### src/rtl/tm1638_responder_if.sv
// TM1638 three-wire link: strobe/clock/dio from the initiator, dio drive back from the responder.
interface tm1638_responder_if;
    logic tm_strobe;
    logic tm_clock;
    logic tm_dio_in;
    logic tm_dio_out;
    logic tm_dio_oe;

    modport master (
        output tm_strobe,
        output tm_clock,
        output tm_dio_in,
        input  tm_dio_out,
        input  tm_dio_oe
    );

    modport slave (
        input  tm_strobe,
        input  tm_clock,
        input  tm_dio_in,
        output tm_dio_out,
        output tm_dio_oe
    );
endinterface

### src/rtl/tm1638_responder.sv
// TM1638 responder: decodes initiator frames into a 16-byte display RAM and
// control register, and shifts four key-scan bytes back on read commands.
module tm1638_responder #(
    parameter int unsigned SYNC_STAGES = 2
) (
    input  logic                 clock,
    input  logic                 reset,
    tm1638_responder_if.slave    tm,
    input  logic [7:0]           keys,
    output logic [7:0]           display0,
    output logic [7:0]           display1,
    output logic [7:0]           display2,
    output logic [7:0]           display3,
    output logic [7:0]           display4,
    output logic [7:0]           display5,
    output logic [7:0]           display6,
    output logic [7:0]           display7,
    output logic [7:0]           leds,
    output logic                 display_on,
    output logic [2:0]           brightness,
    output logic                 update
);

    localparam int unsigned RAM_DEPTH = 16;
    localparam int unsigned BYTE_W    = 8;
    localparam int unsigned RD_BITS   = 32;
    localparam int unsigned RD_CNT_W  = 6;

    typedef enum logic [2:0] {
        ST_IDLE,
        ST_CMD,
        ST_WRITE,
        ST_READ,
        ST_IGNORE
    } state_e;

    logic [SYNC_STAGES-1:0] stb_sync_q, stb_sync_d;
    logic [SYNC_STAGES-1:0] clk_sync_q, clk_sync_d;
    logic [SYNC_STAGES-1:0] dio_sync_q, dio_sync_d;
    logic                   stb_prev_q, stb_prev_d;
    logic                   clk_prev_q, clk_prev_d;

    state_e                 state_q, state_d;
    logic [2:0]             bit_cnt_q, bit_cnt_d;
    logic [BYTE_W-1:0]      shift_q, shift_d;
    logic                   mode_read_q, mode_read_d;
    logic                   mode_fixed_q, mode_fixed_d;
    logic [3:0]             addr_q, addr_d;
    logic [BYTE_W-1:0]      ram_q [RAM_DEPTH];
    logic [BYTE_W-1:0]      ram_d [RAM_DEPTH];
    logic                   on_q, on_d;
    logic [2:0]             bright_q, bright_d;
    logic                   update_q, update_d;
    logic                   wrote_q, wrote_d;
    logic                   oe_q, oe_d;
    logic                   dout_q, dout_d;
    logic [RD_CNT_W-1:0]    rd_cnt_q, rd_cnt_d;
    logic [RD_BITS-1:0]     rd_data_q, rd_data_d;

    logic                   stb_s, clk_s, dio_s;
    logic                   stb_rise_c, stb_fall_c, clk_rise_c, clk_fall_c;
    logic [BYTE_W-1:0]      byte_c;
    logic [RD_BITS-1:0]     key_word_c;

    assign stb_s      = stb_sync_q[SYNC_STAGES-1];
    assign clk_s      = clk_sync_q[SYNC_STAGES-1];
    assign dio_s      = dio_sync_q[SYNC_STAGES-1];
    assign stb_rise_c = stb_s & ~stb_prev_q;
    assign stb_fall_c = ~stb_s & stb_prev_q;
    assign clk_rise_c = clk_s & ~clk_prev_q;
    assign clk_fall_c = ~clk_s & clk_prev_q;
    // LSB-first shift: the 8th sampled bit lands in bit 7.
    assign byte_c     = {dio_s, shift_q[BYTE_W-1:1]};

    // Key-scan byte k: bit0 = keys[7-k], bit4 = keys[3-k].
    always_comb begin
        key_word_c = '0;
        for (int k = 0; k < 4; k++) begin
            key_word_c[8*k]     = keys[7-k];
            key_word_c[8*k + 4] = keys[3-k];
        end
    end

    always_comb begin
        stb_sync_d   = {stb_sync_q[SYNC_STAGES-2:0], tm.tm_strobe};
        clk_sync_d   = {clk_sync_q[SYNC_STAGES-2:0], tm.tm_clock};
        dio_sync_d   = {dio_sync_q[SYNC_STAGES-2:0], tm.tm_dio_in};
        stb_prev_d   = stb_s;
        clk_prev_d   = clk_s;
        state_d      = state_q;
        bit_cnt_d    = bit_cnt_q;
        shift_d      = shift_q;
        mode_read_d  = mode_read_q;
        mode_fixed_d = mode_fixed_q;
        addr_d       = addr_q;
        ram_d        = ram_q;
        on_d         = on_q;
        bright_d     = bright_q;
        update_d     = 1'b0;
        wrote_d      = wrote_q;
        oe_d         = oe_q;
        dout_d       = dout_q;
        rd_cnt_d     = rd_cnt_q;
        rd_data_d    = rd_data_q;

        if (state_q != ST_IDLE && stb_rise_c) begin
            // End of frame: release the pin and flag RAM writes, partial byte dropped.
            state_d  = ST_IDLE;
            oe_d     = 1'b0;
            dout_d   = 1'b1;
            update_d = wrote_q;
            wrote_d  = 1'b0;
        end else begin
            case (state_q)
                ST_IDLE: begin
                    if (stb_fall_c) begin
                        state_d   = ST_CMD;
                        bit_cnt_d = 3'd0;
                        wrote_d   = 1'b0;
                    end
                end
                ST_CMD, ST_WRITE, ST_IGNORE: begin
                    if (clk_rise_c) begin
                        shift_d   = byte_c;
                        bit_cnt_d = bit_cnt_q + 3'd1;
                        if (bit_cnt_q == 3'd7 && state_q == ST_CMD) begin
                            state_d = ST_IGNORE;
                            case (byte_c[7:4])
                                4'h4: begin
                                    mode_read_d  = byte_c[1];
                                    mode_fixed_d = byte_c[2];
                                    if (byte_c[1]) begin
                                        state_d   = ST_READ;
                                        rd_data_d = key_word_c;
                                        rd_cnt_d  = '0;
                                    end
                                end
                                4'h8: begin
                                    on_d     = byte_c[3];
                                    bright_d = byte_c[2:0];
                                end
                                4'hC: begin
                                    addr_d = byte_c[3:0];
                                    if (!mode_read_q) begin
                                        state_d = ST_WRITE;
                                    end
                                end
                                default: state_d = ST_IGNORE;
                            endcase
                        end else if (bit_cnt_q == 3'd7 && state_q == ST_WRITE) begin
                            ram_d[addr_q] = byte_c;
                            wrote_d       = 1'b1;
                            if (!mode_fixed_q) begin
                                addr_d = addr_q + 4'd1;
                            end
                        end
                    end
                end
                ST_READ: begin
                    // Each falling edge presents the next bit; one past the last releases the pin.
                    if (clk_fall_c) begin
                        if (rd_cnt_q == RD_CNT_W'(RD_BITS)) begin
                            oe_d    = 1'b0;
                            dout_d  = 1'b1;
                            state_d = ST_IGNORE;
                        end else begin
                            oe_d     = 1'b1;
                            dout_d   = rd_data_q[rd_cnt_q[4:0]];
                            rd_cnt_d = rd_cnt_q + RD_CNT_W'(1);
                        end
                    end
                end
                default: state_d = ST_IDLE;
            endcase
        end
    end

    always_ff @(posedge clock or negedge reset) begin
        if (!reset) begin
            // Strobe chain resets low so a strobe already low at release never opens a frame.
            stb_sync_q   <= '0;
            clk_sync_q   <= '0;
            dio_sync_q   <= '1;
            stb_prev_q   <= 1'b0;
            clk_prev_q   <= 1'b0;
            state_q      <= ST_IDLE;
            bit_cnt_q    <= 3'd0;
            shift_q      <= '0;
            mode_read_q  <= 1'b0;
            mode_fixed_q <= 1'b0;
            addr_q       <= 4'd0;
            for (int i = 0; i < RAM_DEPTH; i++) begin
                ram_q[i] <= '0;
            end
            on_q         <= 1'b0;
            bright_q     <= 3'd0;
            update_q     <= 1'b0;
            wrote_q      <= 1'b0;
            oe_q         <= 1'b0;
            dout_q       <= 1'b1;
            rd_cnt_q     <= '0;
            rd_data_q    <= '0;
        end else begin
            stb_sync_q   <= stb_sync_d;
            clk_sync_q   <= clk_sync_d;
            dio_sync_q   <= dio_sync_d;
            stb_prev_q   <= stb_prev_d;
            clk_prev_q   <= clk_prev_d;
            state_q      <= state_d;
            bit_cnt_q    <= bit_cnt_d;
            shift_q      <= shift_d;
            mode_read_q  <= mode_read_d;
            mode_fixed_q <= mode_fixed_d;
            addr_q       <= addr_d;
            ram_q        <= ram_d;
            on_q         <= on_d;
            bright_q     <= bright_d;
            update_q     <= update_d;
            wrote_q      <= wrote_d;
            oe_q         <= oe_d;
            dout_q       <= dout_d;
            rd_cnt_q     <= rd_cnt_d;
            rd_data_q    <= rd_data_d;
        end
    end

    // Even addresses feed the digits in reverse order; odd-address bit0 feeds the LEDs.
    always_comb begin
        leds = '0;
        for (int k = 0; k < 8; k++) begin
            leds[7-k] = ram_q[2*k + 1][0];
        end
    end

    assign display0      = ram_q[14];
    assign display1      = ram_q[12];
    assign display2      = ram_q[10];
    assign display3      = ram_q[8];
    assign display4      = ram_q[6];
    assign display5      = ram_q[4];
    assign display6      = ram_q[2];
    assign display7      = ram_q[0];
    assign display_on    = on_q;
    assign brightness    = bright_q;
    assign update        = update_q;
    assign tm.tm_dio_oe  = oe_q;
    assign tm.tm_dio_out = dout_q;

endmodule

### src/flat_wrapper.sv
// flat-port wrapper written by rule: the top's interface ports become plain ports
module tm1638_responder_flat 
#(
    parameter int unsigned SYNC_STAGES = 2
)
  (clock, reset, keys, display0, display1, display2, display3, display4, display5, display6, display7, leds, display_on, brightness, update, tm_tm_strobe, tm_tm_clock, tm_tm_dio_in, tm_tm_dio_out, tm_tm_dio_oe);
  tm1638_responder_if tm_i ();
  input  logic clock;
  input  logic reset;
  input  logic [7:0] keys;
  output logic [7:0] display0;
  output logic [7:0] display1;
  output logic [7:0] display2;
  output logic [7:0] display3;
  output logic [7:0] display4;
  output logic [7:0] display5;
  output logic [7:0] display6;
  output logic [7:0] display7;
  output logic [7:0] leds;
  output logic display_on;
  output logic [2:0] brightness;
  output logic update;
  input wire logic [$bits(tm_i.tm_strobe)-1:0] tm_tm_strobe;
  input wire logic [$bits(tm_i.tm_clock)-1:0] tm_tm_clock;
  input wire logic [$bits(tm_i.tm_dio_in)-1:0] tm_tm_dio_in;
  output wire logic [$bits(tm_i.tm_dio_out)-1:0] tm_tm_dio_out;
  output wire logic [$bits(tm_i.tm_dio_oe)-1:0] tm_tm_dio_oe;
  assign tm_i.tm_strobe = tm_tm_strobe;
  assign tm_i.tm_clock = tm_tm_clock;
  assign tm_i.tm_dio_in = tm_tm_dio_in;
  assign tm_tm_dio_out = tm_i.tm_dio_out;
  assign tm_tm_dio_oe = tm_i.tm_dio_oe;
  tm1638_responder #(.SYNC_STAGES(SYNC_STAGES)) u_core (.clock(clock), .reset(reset), .tm(tm_i), .keys(keys), .display0(display0), .display1(display1), .display2(display2), .display3(display3), .display4(display4), .display5(display5), .display6(display6), .display7(display7), .leds(leds), .display_on(display_on), .brightness(brightness), .update(update));
endmodule
### config.mk
export PLATFORM = sky130hd
export DESIGN_NAME = tm1638_responder_flat
export DESIGN_NICKNAME = d
export VERILOG_FILES = /design/src/rtl/tm1638_responder_if.sv /design/src/rtl/tm1638_responder.sv /design/src/flat_wrapper.sv
export SDC_FILE = /design/constraint.sdc
export NUM_CORES = 1
export LEC_CHECK = 0
export CAP_MARGIN = 20
export CORE_MARGIN = 2
export CORE_UTILIZATION = 49
export CTS_BUF_LIST = sky130_fd_sc_hd__clkbuf_4 sky130_fd_sc_hd__clkbuf_8
export DETAILED_ROUTE_END_ITERATION = 8
export GPL_ROUTABILITY_DRIVEN = 0
export PLACE_DENSITY = 0.78
export SLEW_MARGIN = 20
export SYNTH_ARGS = -nofsm -noshare
export SYNTH_HDL_FRONTEND = slang
export SYNTH_SLANG_ARGS = --single-unit
### constraint.sdc
create_clock -name clock -period 1.9 [get_ports clock]
set_input_delay 0.19 -clock clock [delete_from_list [all_inputs] [get_ports clock]]
set_output_delay 0.19 -clock clock [all_outputs]
set_load 0.01 [all_outputs]
==> results.json <==
{
  "start_kind": "flip-flop",
  "synth_nets": 416,
  "violations": "negative setup slack",
  "vias_per_cell": 5.417,
  "max_stage_delay_ps": 360,
  "layout_setup_ws_ps": -132.2,
  "final.min_clock_period_ps": 2032,
  "die-area_um2": 11770,
  "num-nets-final": 551,
  "critPathBufInv": 1,
  "critical-path-top-delay-family": "simple AND/OR/NAND/NOR gates",
  "worstPathCellList": "ha_2 -> ha_4 -> and4bb_4 -> buf_6 -> nand4_1 -> nor2_1 -> mux2_4",
  "clkLatencyLatePin_ps": 450,
  "syn_avg_cell_area_um2": 13.54,
  "antenna_cells": 0,
  "holdPathStages": 1,
  "min_path_type": "primary input to flip-flop",
  "io_buffer_count": 91,
  "hold_path_end": "u_core.dio_sync_q[0]$_DFF_PN1_",
  "rows": 38,
  "ant_nets": 0,
  "synthSimpleGateAreaFrac": 0.1039,
  "drv_cap": 0,
  "synth-seq-cells": 121,
  "syn_to_final_growth_pct": 42.18,
  "dp_hpwl_um": 8677,
  "dpl_cell_area_um2": 6689,
  "cts_root_buffer": "clkbuf_8",
  "final_area_um2": 7605,
  "synth_top_family_by_area": "multiplexers",
  "relSlewSlack": 0.5300,
  "finalHoldViolCount": 0,
  "setup_violations": 58,
  "status": "complete, but fails checks",
  "leakagePower_nw": 3.399,
  "vdd_drop_max_mv": 0.5706,
  "total_power_w": 0.006430,
  "critPathKind": "flip-flop to flip-flop",
  "post-route-drc-count": 0,
  "rr_worst_depth": 7,
  "cts_buffer_depth": 2,
  "grt_max_degree": 66,
  "cts_num_sinks": 121,
  "ys_seq_area_frac": 0.5668,
  "crit_fanout": 5,
  "synth_cells": 395,
  "rsz0062_at_grt": "yes",
  "r2r_setup_slack_ps": -130,
  "finClkSkew_ps": 9.172,
  "rr_endpoint": "u_core.leds[4]$_DFFE_PN0P_",
  "final_common_cell": "dfrtp_1",
  "grt_pass1_wl_um": 21390,
  "synth_ff_type": "dfrtp_1",
  "detailedRoute.firstIterationViolations": 203,
  "gr-total-overflow": 0,
  "finalSetupTns_ps": -2420,
  "firstDrtPassIters": 6,
  "r2r_start": "u_core.bit_cnt_q[0]$_DFFE_PN0P_",
  "layout_common_cells": "118 x dfrtp_1, 90 x clkdlybuf4s50_1, 75 x mux2_4",
  "synthArstFlopShare": 1.000,
  "hp-start": "tm_tm_dio_in",
  "initial_utilization": 0.4978,
  "cts_tree": "done",
  "synth_edf_count": 0,
  "path_clk_slew_ps": 70,
  "synthMuxAreaShare": 0.2255,
  "vias": 3700,
  "crit_slowest_cell": "dfrtp_1",
  "die_w_um": 108.5,
  "tightest_slew_ps": 705.1,
  "wl_um": 13720,
  "grt_pass1_vias": 4101,
  "h-tree-depth": 4,
  "cts_made_buffers": 17,
  "crit_path_end_kind": "flip-flop",
  "arrival_ps": 2370,
  "wl_per_cell_um": 20.08,
  "crit_required_ps": 2240,
  "synth-adder-area-share": 0.01871,
  "period_share": 1.070,
  "synth_xor_area_frac": 0.001637,
  "synth_area_um2": 5349,
  "power.density_nw_per_um2": 845.6,
  "synthDistinctLibCells": 54,
  "grt.total_usage": 0.2446,
  "holdWs_ps": 147.6,
  "yosysWarningCount": 0,
  "clock.fmax_mhz": 492.1,
  "antenna_found_initial": 0,
  "drv_slew": 0,
  "io_pins": 92,
  "core-area_um2": 10750,
  "drive_gt1_frac": 0.3831,
  "fp.dieH_um": 108.5,
  "synth_compound_area_frac": 0.05708
}
## what timing repair did
| action | 4_1_cts | 5_1_grt |
|---|---|---|
| setup buffers | 5 | 4 |
| resized for setup | 60 | 41 |
| pin swaps | 10 | 10 |
| hold endpoints to repair | 118 | 0 |
| setup endpoints to repair | 86 | 94 |
| hold buffers | 1 | 0 |
## metrics by stage
stage | instances | setup WS [ps] | util
detailed placement | 641 | -216.1 | 0.6225
finish | 683 | -132.2 | 0.7077
global placement | 641 | -164.5 | 0.6225
floorplan | 395 | -10.76 | -
CTS | 679 | -86.99 | 0.6884
global route | 683 | -194.2 | 0.7077
## metal layers
layer  global-route usage  routed length (um)  vias to the layer above
met5                    0                   0                        -
met4               0.1200                 354                        0
met3              0.08137                 815                       35
met2               0.3781                6680                      108
met1               0.3091                5864                     1873
li1                     -                   -                     1684
## logic make-up (layout without fill, tap and decap cells)
group / Yosys count / count (layout)
multiplexers: 106 / 106
AO/OA/AOI/OAI: 44 / 44
AND/OR/NAND/NOR: 82 / 82
adder cells (fa/ha/maj): 8 / 8
flip-flops: 121 / 121
buffers and inverters: 33 / 181
XOR/XNOR: 1 / 1
## worst max path at each step
stage                                     from                          endpoint  slack [ps]  cells after the start
2_1_floorplan  u_core.bit_cnt_q[0]$_DFFE_PN0P_    u_core.display1[0]$_DFFE_PN0P_         -10                      6
3_3_place_gp   u_core.bit_cnt_q[0]$_DFFE_PN0P_    u_core.display2[4]$_DFFE_PN0P_        -160                      7
3_5_place_dp   u_core.bit_cnt_q[0]$_DFFE_PN0P_  u_core.rd_data_q[28]$_DFFE_PN0P_        -220                      6
4_1_cts        u_core.bit_cnt_q[0]$_DFFE_PN0P_    u_core.display2[5]$_DFFE_PN0P_         -90                      8
5_1_grt        u_core.bit_cnt_q[0]$_DFFE_PN0P_        u_core.leds[4]$_DFFE_PN0P_        -190                      7
6_report       u_core.bit_cnt_q[0]$_DFFE_PN0P_        u_core.leds[4]$_DFFE_PN0P_        -130                      7
## sequential cells by signal, summed over array words and instances (netlist names), 3 cells and up
| name | flops |
|---|---|
| u_core.display1 | 8 |
| u_core.leds | 8 |
| u_core.display5 | 8 |
| u_core.display4 | 8 |
| u_core.rd_data_q | 8 |
| u_core.rd_cnt_q | 6 |
| u_core.brightness | 3 |
| u_core.display6 | 8 |
| u_core.display2 | 8 |
| u_core.display0 | 8 |
| u_core.bit_cnt_q | 3 |
| u_core.addr_q | 4 |
| u_core.state_q | 3 |
| u_core.display3 | 8 |
| u_core.display7 | 8 |
| u_core.shift_q | 7 |
## layout make-up
cell class | instances | area (um2)
clock buffer | 25 | 312.8
fill | 735 | 3141
tap | 140 | 175.2
sequential | 121 | 3032
clock inverter | 7 | 93.84
timing repair buffer | 139 | 1371
multi-input combinational | 241 | 2582
inverter | 10 | 37.54
## power by group
group	total (W)	switching [W]	internal [W]
sequential	0.00297	0.000262	0.00270
combinational	0.00113	0.000600	0.000526
clock	0.00234	0.000999	0.00134
## worst reg2reg max path: stages, from the launching register on
cell      delay, ps
dfrtp_1         360
ha_2            190
ha_4            120
and4bb_4        300
buf_6           140
nand4_1         220
nor2_1          270
mux2_4          320
## synth_stat cells (4+ instances only)
library cell / instances / area [um2]
a21oi_1: 5 / 25.02
a2bb2oi_1: 4 / 35.03
buf_2: 5 / 25.02
clkbuf_1: 16 / 60.06
dfrtp_1: 118 / 2953
ha_1: 8 / 100.1
inv_1: 10 / 37.54
mux2_2: 84 / 945.9
mux2_4: 8 / 120.1
mux2i_1: 14 / 140.1
nand2_1: 16 / 60.06
nand2b_1: 5 / 31.28
nand3_1: 4 / 20.02
nand4_1: 5 / 31.28
nor2_1: 10 / 37.54
nor2b_1: 8 / 50.05
nor3_1: 5 / 25.02
o21ai_0: 14 / 70.07
Note: power is estimated with default switching activity, not from simulation.
